## src/rtl/fetch_stage_if.sv

```systemverilog
// Instruction-bus handshake between the fetch stage (master) and instruction memory (slave).
// ireq_valid/ireq_addr are held until iresp_data_ok; iresp_data is valid only with iresp_data_ok.
interface fetch_stage_if #(
    parameter int XLEN = 64
);
    logic            ireq_valid;
    logic [XLEN-1:0] ireq_addr;
    logic            iresp_data_ok;
    logic [31:0]     iresp_data;

    modport master (
        output ireq_valid,
        output ireq_addr,
        input  iresp_data_ok,
        input  iresp_data
    );

    modport slave (
        input  ireq_valid,
        input  ireq_addr,
        output iresp_data_ok,
        output iresp_data
    );
endinterface

```

## src/rtl/fetch_stage.sv

```systemverilog
// IF stage: owns the PC, drives the instruction bus and registers one fetch slot for decode.
// data_ok to slot in one cycle; stall freezes the slot and parks an early response in a one-entry buffer.
module fetch_stage #(
    parameter int              XLEN     = 64,
    parameter logic [XLEN-1:0] PC_RESET = 64'h8000_0000
) (
    input  logic            clk,
    input  logic            reset,
    fetch_stage_if.master   ibus,
    input  logic            stall,
    input  logic            redirect_valid,
    input  logic [XLEN-1:0] redirect_pc,
    output logic            dataF_en,
    output logic [XLEN-1:0] dataF_pc,
    output logic [31:0]     dataF_raw_instr,
    output logic            dataF_is_exception,
    output logic [3:0]      dataF_exception
);

    typedef enum logic [1:0] {
        S_REQ,
        S_HOLD,
        S_DRAIN,
        S_EXC
    } state_t;

    typedef struct packed {
        logic            en;
        logic [XLEN-1:0] pc;
        logic [31:0]     raw_instr;
        logic            is_exception;
        logic [3:0]      exception;
    } fetch_data_t;

    localparam logic [3:0] EXC_INSTR_MISALIGNED = 4'd0;

    state_t          state;
    state_t          state_nxt;
    logic [XLEN-1:0] pc;
    logic [XLEN-1:0] pc_nxt;
    logic [XLEN-1:0] pc_plus4;
    logic [XLEN-1:0] drain_addr;
    logic [XLEN-1:0] drain_addr_nxt;
    logic [31:0]     hold_instr;
    logic [31:0]     hold_instr_nxt;
    fetch_data_t     data_q;
    fetch_data_t     data_nxt;
    logic            req_vld;
    logic [XLEN-1:0] req_addr;
    logic            pc_aligned;

    assign pc_aligned = (pc[1:0] == 2'b00);
    assign pc_plus4   = pc + XLEN'(4);

    always_ff @(posedge clk or posedge reset) begin
        if (reset) begin
            state <= S_REQ;
        end else begin
            state <= state_nxt;
        end
    end

    always_ff @(posedge clk or posedge reset) begin
        if (reset) begin
            pc         <= PC_RESET;
            drain_addr <= '0;
            hold_instr <= '0;
            data_q     <= '0;
        end else begin
            pc         <= pc_nxt;
            drain_addr <= drain_addr_nxt;
            hold_instr <= hold_instr_nxt;
            data_q     <= data_nxt;
        end
    end

    always_comb begin
        state_nxt      = state;
        pc_nxt         = pc;
        drain_addr_nxt = drain_addr;
        hold_instr_nxt = hold_instr;
        data_nxt       = data_q;
        req_vld        = 1'b0;
        req_addr       = pc;

        case (state)
            S_REQ: begin
                if (pc_aligned) begin
                    req_vld = 1'b1;
                    if (redirect_valid) begin
                        pc_nxt = redirect_pc;
                        // An unanswered request stays on the bus; its response must be swallowed.
                        if (!ibus.iresp_data_ok) begin
                            drain_addr_nxt = pc;
                            state_nxt      = S_DRAIN;
                        end
                    end else if (ibus.iresp_data_ok) begin
                        if (!stall) begin
                            data_nxt.en           = 1'b1;
                            data_nxt.pc           = pc;
                            data_nxt.raw_instr    = ibus.iresp_data;
                            data_nxt.is_exception = 1'b0;
                            data_nxt.exception    = '0;
                            pc_nxt                = pc_plus4;
                        end else begin
                            hold_instr_nxt = ibus.iresp_data;
                            state_nxt      = S_HOLD;
                        end
                    end else if (!stall) begin
                        data_nxt.en = 1'b0;
                    end
                end else begin
                    if (redirect_valid) begin
                        pc_nxt = redirect_pc;
                    end else if (!stall) begin
                        data_nxt.en           = 1'b1;
                        data_nxt.pc           = pc;
                        data_nxt.raw_instr    = '0;
                        data_nxt.is_exception = 1'b1;
                        data_nxt.exception    = EXC_INSTR_MISALIGNED;
                        state_nxt             = S_EXC;
                    end
                end
            end

            S_HOLD: begin
                if (redirect_valid) begin
                    pc_nxt    = redirect_pc;
                    state_nxt = S_REQ;
                end else if (!stall) begin
                    data_nxt.en           = 1'b1;
                    data_nxt.pc           = pc;
                    data_nxt.raw_instr    = hold_instr;
                    data_nxt.is_exception = 1'b0;
                    data_nxt.exception    = '0;
                    pc_nxt                = pc_plus4;
                    state_nxt             = S_REQ;
                end
            end

            S_DRAIN: begin
                req_vld  = 1'b1;
                req_addr = drain_addr;
                if (redirect_valid) begin
                    pc_nxt = redirect_pc;
                end
                if (ibus.iresp_data_ok) begin
                    state_nxt = S_REQ;
                end
                if (!stall) begin
                    data_nxt.en = 1'b0;
                end
            end

            S_EXC: begin
                if (redirect_valid) begin
                    pc_nxt    = redirect_pc;
                    state_nxt = S_REQ;
                end else if (!stall) begin
                    data_nxt.en = 1'b0;
                end
            end

            default: begin
                state_nxt = S_REQ;
            end
        endcase

        // Flush beats stall: the slot is invalidated on any redirect.
        if (redirect_valid) begin
            data_nxt.en = 1'b0;
        end
    end

    assign ibus.ireq_valid = req_vld & ~reset;
    assign ibus.ireq_addr  = req_addr;

    assign dataF_en           = data_q.en;
    assign dataF_pc           = data_q.pc;
    assign dataF_raw_instr    = data_q.raw_instr;
    assign dataF_is_exception = data_q.is_exception;
    assign dataF_exception    = data_q.exception;

endmodule

```

## src/flat_wrapper.sv

```systemverilog
// flat-port wrapper written by rule: the top's interface ports become plain ports
module fetch_stage_flat 
#(
    parameter int              XLEN     = 64,
    parameter logic [XLEN-1:0] PC_RESET = 64'h8000_0000
)
  (clk, reset, stall, redirect_valid, redirect_pc, dataF_en, dataF_pc, dataF_raw_instr, dataF_is_exception, dataF_exception, ibus_ireq_valid, ibus_ireq_addr, ibus_iresp_data_ok, ibus_iresp_data);
  fetch_stage_if #(.XLEN(XLEN)) ibus_i ();
  input  logic clk;
  input  logic reset;
  input  logic stall;
  input  logic redirect_valid;
  input  logic [XLEN-1:0] redirect_pc;
  output logic dataF_en;
  output logic [XLEN-1:0] dataF_pc;
  output logic [31:0] dataF_raw_instr;
  output logic dataF_is_exception;
  output logic [3:0] dataF_exception;
  output wire logic [$bits(ibus_i.ireq_valid)-1:0] ibus_ireq_valid;
  output wire logic [$bits(ibus_i.ireq_addr)-1:0] ibus_ireq_addr;
  input wire logic [$bits(ibus_i.iresp_data_ok)-1:0] ibus_iresp_data_ok;
  input wire logic [$bits(ibus_i.iresp_data)-1:0] ibus_iresp_data;
  assign ibus_ireq_valid = ibus_i.ireq_valid;
  assign ibus_ireq_addr = ibus_i.ireq_addr;
  assign ibus_i.iresp_data_ok = ibus_iresp_data_ok;
  assign ibus_i.iresp_data = ibus_iresp_data;
  fetch_stage #(.XLEN(XLEN), .PC_RESET(PC_RESET)) u_core (.clk(clk), .reset(reset), .ibus(ibus_i), .stall(stall), .redirect_valid(redirect_valid), .redirect_pc(redirect_pc), .dataF_en(dataF_en), .dataF_pc(dataF_pc), .dataF_raw_instr(dataF_raw_instr), .dataF_is_exception(dataF_is_exception), .dataF_exception(dataF_exception));
endmodule
```

## config.mk

```make
export PLATFORM = sky130hd
export DESIGN_NAME = fetch_stage_flat
export DESIGN_NICKNAME = d
export VERILOG_FILES = /design/src/rtl/fetch_stage_if.sv /design/src/rtl/fetch_stage.sv /design/src/flat_wrapper.sv
export SDC_FILE = /design/constraint.sdc
export NUM_CORES = 1
export LEC_CHECK = 0
export ABC_AREA = 1
export BUFFER_PORTS_ARGS = -buffer_cell sky130_fd_sc_hd__buf_4
export CAP_MARGIN = 20
export CORE_MARGIN = 2
export CORE_UTILIZATION = 35
export DETAILED_ROUTE_END_ITERATION = 8
export PLACE_DENSITY_LB_ADDON = 0.2
export RECOVER_POWER = 50
export SLEW_MARGIN = 20
export SYNTH_ARGS = -nofsm -noshare
export SYNTH_HDL_FRONTEND = slang
export SYNTH_SLANG_ARGS = --single-unit
```

## constraint.sdc

```tcl
create_clock -name clk -period 10.2 [get_ports clk]
set_input_delay 1.02 -clock clk [delete_from_list [all_inputs] [get_ports clk]]
set_output_delay 1.02 -clock clk [all_outputs]
set_load 0.005 [all_outputs]
```

==> flow_summary_export.csv <==
group,metric,value,unit
yosys,synthCells,1940,
clocking,cts.repair_timing.setup_buffer_count,0,
worst_setup_path,cp_common_cell,"nand2_2",
yosys,synth-edff-count,0,
clocking,post_cts_resized,0,
routing,finalWirelength,49200,um
power_and_ir_drop,power_density,283,mW/mm2
worst_setup_path,cpMaxStageDelayCell,"clkbuf_1",
routing,via_count,14000,
worst_setup_path,setup.reg_to_reg.worst_slack,4870,ps
clocking,clock_tree_from_tritoncts,"done",
routing,drc,0,
floorplanning,floorplan.core_area,0.0407,mm2
timing,fin_hold_ws,481,ps
clocking,clk_root_buffer_cell,"clkbuf_16",
power_and_ir_drop,irDropWorstVdd,0.000151,V
status,status,"finished with violations",
placement,dpl-instance-area,0.0166,mm2
clocking,clockBufferDepth,3,
layout,drive_gt1_share,18.2,%
grt,grt_start_max_net_pins,124,
yosys,netlist-cell-type-count,43,
layout,multi_input_comb_area,0.00678,mm2
floorplanning,num_rows,74,
grt,grt-ovfl-total,0,
grt,first_pass_grt_wire_length,76300,um
yosys,synth_top_flop_cell,"dfrtp_1",
floorplanning,ioPinCount,268,
yosys,syn-mean-instance-area,7.42,um2
yosys,largest_cells_by_area_after_synthesis,"dfrtp_1 45%, nand2_1 14%, nor2_1 6.4%",
placement,port_buffers,263,
timing,setup_viol,0,
timing,max-slew-margin-rel,-257,%
worst_setup_path,critPathArrivalTime,5820,ps
floorplanning,initial_utilization,35.3,%
timing,fin_worst_skew,14.0,ps
worst_setup_path,worst_ep_required_time,10700,ps
worst_setup_path,timing_worst_setup_path_type,"reg2reg",
clocking,cts_htree_levels,1,
grt,antenna_found_initial,0,
timing,fmax,188,MHz
yosys,synth.largest_area_cell,"dfrtp_1",
floorplanning,die_height,207,um
timing,period_needed,5330,ps
placement,globalplace.congestion,0.939,
layout,diodes,0,
yosys,ys_warnings,0,
worst_setup_path,timing.critical_path.buf_inv,3,
floorplanning,die-area,0.0428,mm2
timing,rsz0062_at_grt,"false",
yosys,synthArstFlopShare,100,%
grt,grt_pass1_vias,13500,
worst_setup_path,cp_endpoint_kind,"flop",
clocking,clock_latency,580,ps
clocking,cts_hold_repair.buffers,0,
placement,hpwl,33800,um
layout,seqCellArea,0.00651,mm2
clocking,cts.clk_slew.worst_paths,60,ps
layout,post-route-cell-area,0.0176,mm2
clocking,cts.sinks,260,
routing,drtAntennaViolNets,0,
floorplanning,die_width,207,um
layout,layout.core_utilization,43.1,%
timing,setup-tns-final,0,ps
routing,drt-wirelength-per-cell,18.3,um
timing,report.final.slew_viol_count,187,
routing,drt-initial-drc-count,1026,
status,violations,"max-capacitance violations, max-slew violations",
timing,final_critical_path_setup_slack,4870,ps
timing,timing_worst_slew_pin_value,5330,ps
power_and_ir_drop,cellLeakagePower,8.21,nW
yosys,synth-seq-cells,260,
clocking,cts_buffers,31,
grt,combined_global_route_utilization_of_all_metal_layers,22.8,%
layout,n_fill_cell,4198,
yosys,synth_top_area_share,45.0,%
yosys,synth_area,0.0144,mm2
layout,nets_final,2237,
yosys,synth_sequential_area_ratio,45.2,%
routing,drt_pass1_iterations,5,
worst_setup_path,timing.critical_path.from_type,"flop",
placement,pre_cts_slack,5950,ps
worst_setup_path,worstPathCellList,"clkbuf_1 -> nand2_2 -> nand2_2 -> inv_2 -> buf_4 -> or3_1 -> a31oi_1",
worst_setup_path,biggest_cell_delay_along_the_critical_path,1380,ps
worst_hold_path,hold_class,"reg2reg",
run,maxCapViolCount,3,
worst_setup_path,timing.critical_path.max_delay_family,"buffers and inverters",
timing,hold_viol_final,0,
timing,period_share,52.2,%
worst_setup_path,cp_max_fo,45,
layout,area.growth.synth_to_final,22.1,%
routing,route.detailed.vias_per_inst,5.21,
[flip-flops by register name, indices dropped and copies added (netlist names)]
| signal | count |
|---|---|
| u_core.dataF_is_exception | 1 |
| u_core.state | 2 |
| u_core.hold_instr | 32 |
| u_core.pc | 64 |
| u_core.dataF_raw_instr | 32 |
| u_core.dataF_en | 1 |
| u_core.dataF_pc | 64 |
| u_core.drain_addr | 64 |
[area by class of cell]
cell class	instances	area share (%)
well taps	532	3.79
multi-input cells	1423	38.6
inverters	142	3.06
repair buffers	277	11.3
clock inverters	11	1.21
flip-flops and latches	260	37.0
clock buffers	42	4.99
[layer usage]
metal	vias to the layer above	wire [um]	GRT usage, %
li1	6784	-	-
met1	6638	21400	30.8
met2	491	22300	36.3
met3	86	3890	5.34
met4	0	1560	7.02
met5	-	0	0
[metrics by stage]
step	power, mW	instances
after global placement	3.80	2633
after CTS	5.07	2686
after floorplan	2.88	1943
final	4.97	2687
after detailed placement	3.85	2633
after global routing	5.36	2687
[tightest hold or removal path, cell delays in order, from the launching register on]
cell and delay (ps):
dfrtp_1 340, nand2_1 50, nand2_1 50
[synthesized netlist by cell type (all sizes together), types with 20 or more instances]
cell    number
nand3      129
dfrtp      259
nor3        20
o21ai      211
nand2      563
a31oi       37
buf         79
a21oi       29
mux2        34
nand4       59
nor2       266
clkbuf      39
inv        141
[power breakdown]
group	leakage, nW	internal, mW	total (mW)	switching [mW]
Combinational	4.48	0.800	1.93	1.13
Sequential	3.21	1.49	1.83	0.340
Clock	0.524	0.746	1.21	0.462
Total	8.21	3.04	4.97	1.94
[placed cells by master (no fill, tap or decap), drive strengths merged, types with 4 or more instances in the layout]
| master | Yosys | final |
|---|---|---|
| nand3 | 129 | 129 |
| mux2 | 34 | 34 |
| o22ai | 17 | 17 |
| o211ai | 11 | 11 |
| a21oi | 29 | 29 |
| nor2 | 266 | 266 |
| clkinv | 1 | 4 |
| clkbuf | 39 | 143 |
| clkinvlp | 0 | 4 |
| a31oi | 37 | 37 |
| o21ai | 211 | 211 |
| buf | 79 | 176 |
| a22oi | 6 | 6 |
| or2 | 10 | 10 |
| nor3 | 20 | 20 |
| o31ai | 15 | 15 |
| conb | 1 | 4 |
| bufinv | 0 | 6 |
| nor4 | 4 | 4 |
| nand4 | 59 | 59 |
| dfrtp | 259 | 259 |
| inv | 141 | 139 |
| nand2 | 563 | 563 |
[worst paths after layout]
kind / from / end / cells after the start
max reg2reg: u_core.state[0] / u_core.pc[27] / 7
min: u_core.dataF_pc[21] / u_core.dataF_pc[21] / 2
max: u_core.state[0] / u_core.pc[27] / 7
min in group asynchronous: reset / u_core.dataF_en / 2
min reg2reg: u_core.dataF_pc[21] / u_core.dataF_pc[21] / 2
max in group asynchronous: reset / u_core.pc[7] / 4
[logic make-up after synthesis]
kind of cell             after synthesis  share of synthesized area [%]
AO/OA/AOI/OAI                        332                           12.7
buffers and inverters                260                           7.68
other                                  1                         0.0261
multiplexers                          34                           2.66
flip-flops                           260                           45.2
adder cells (fa/ha/maj)                1                         0.0869
AND/OR/NAND/NOR                     1052                           31.6
No activity file was read; power rests on OpenSTA's default activity.
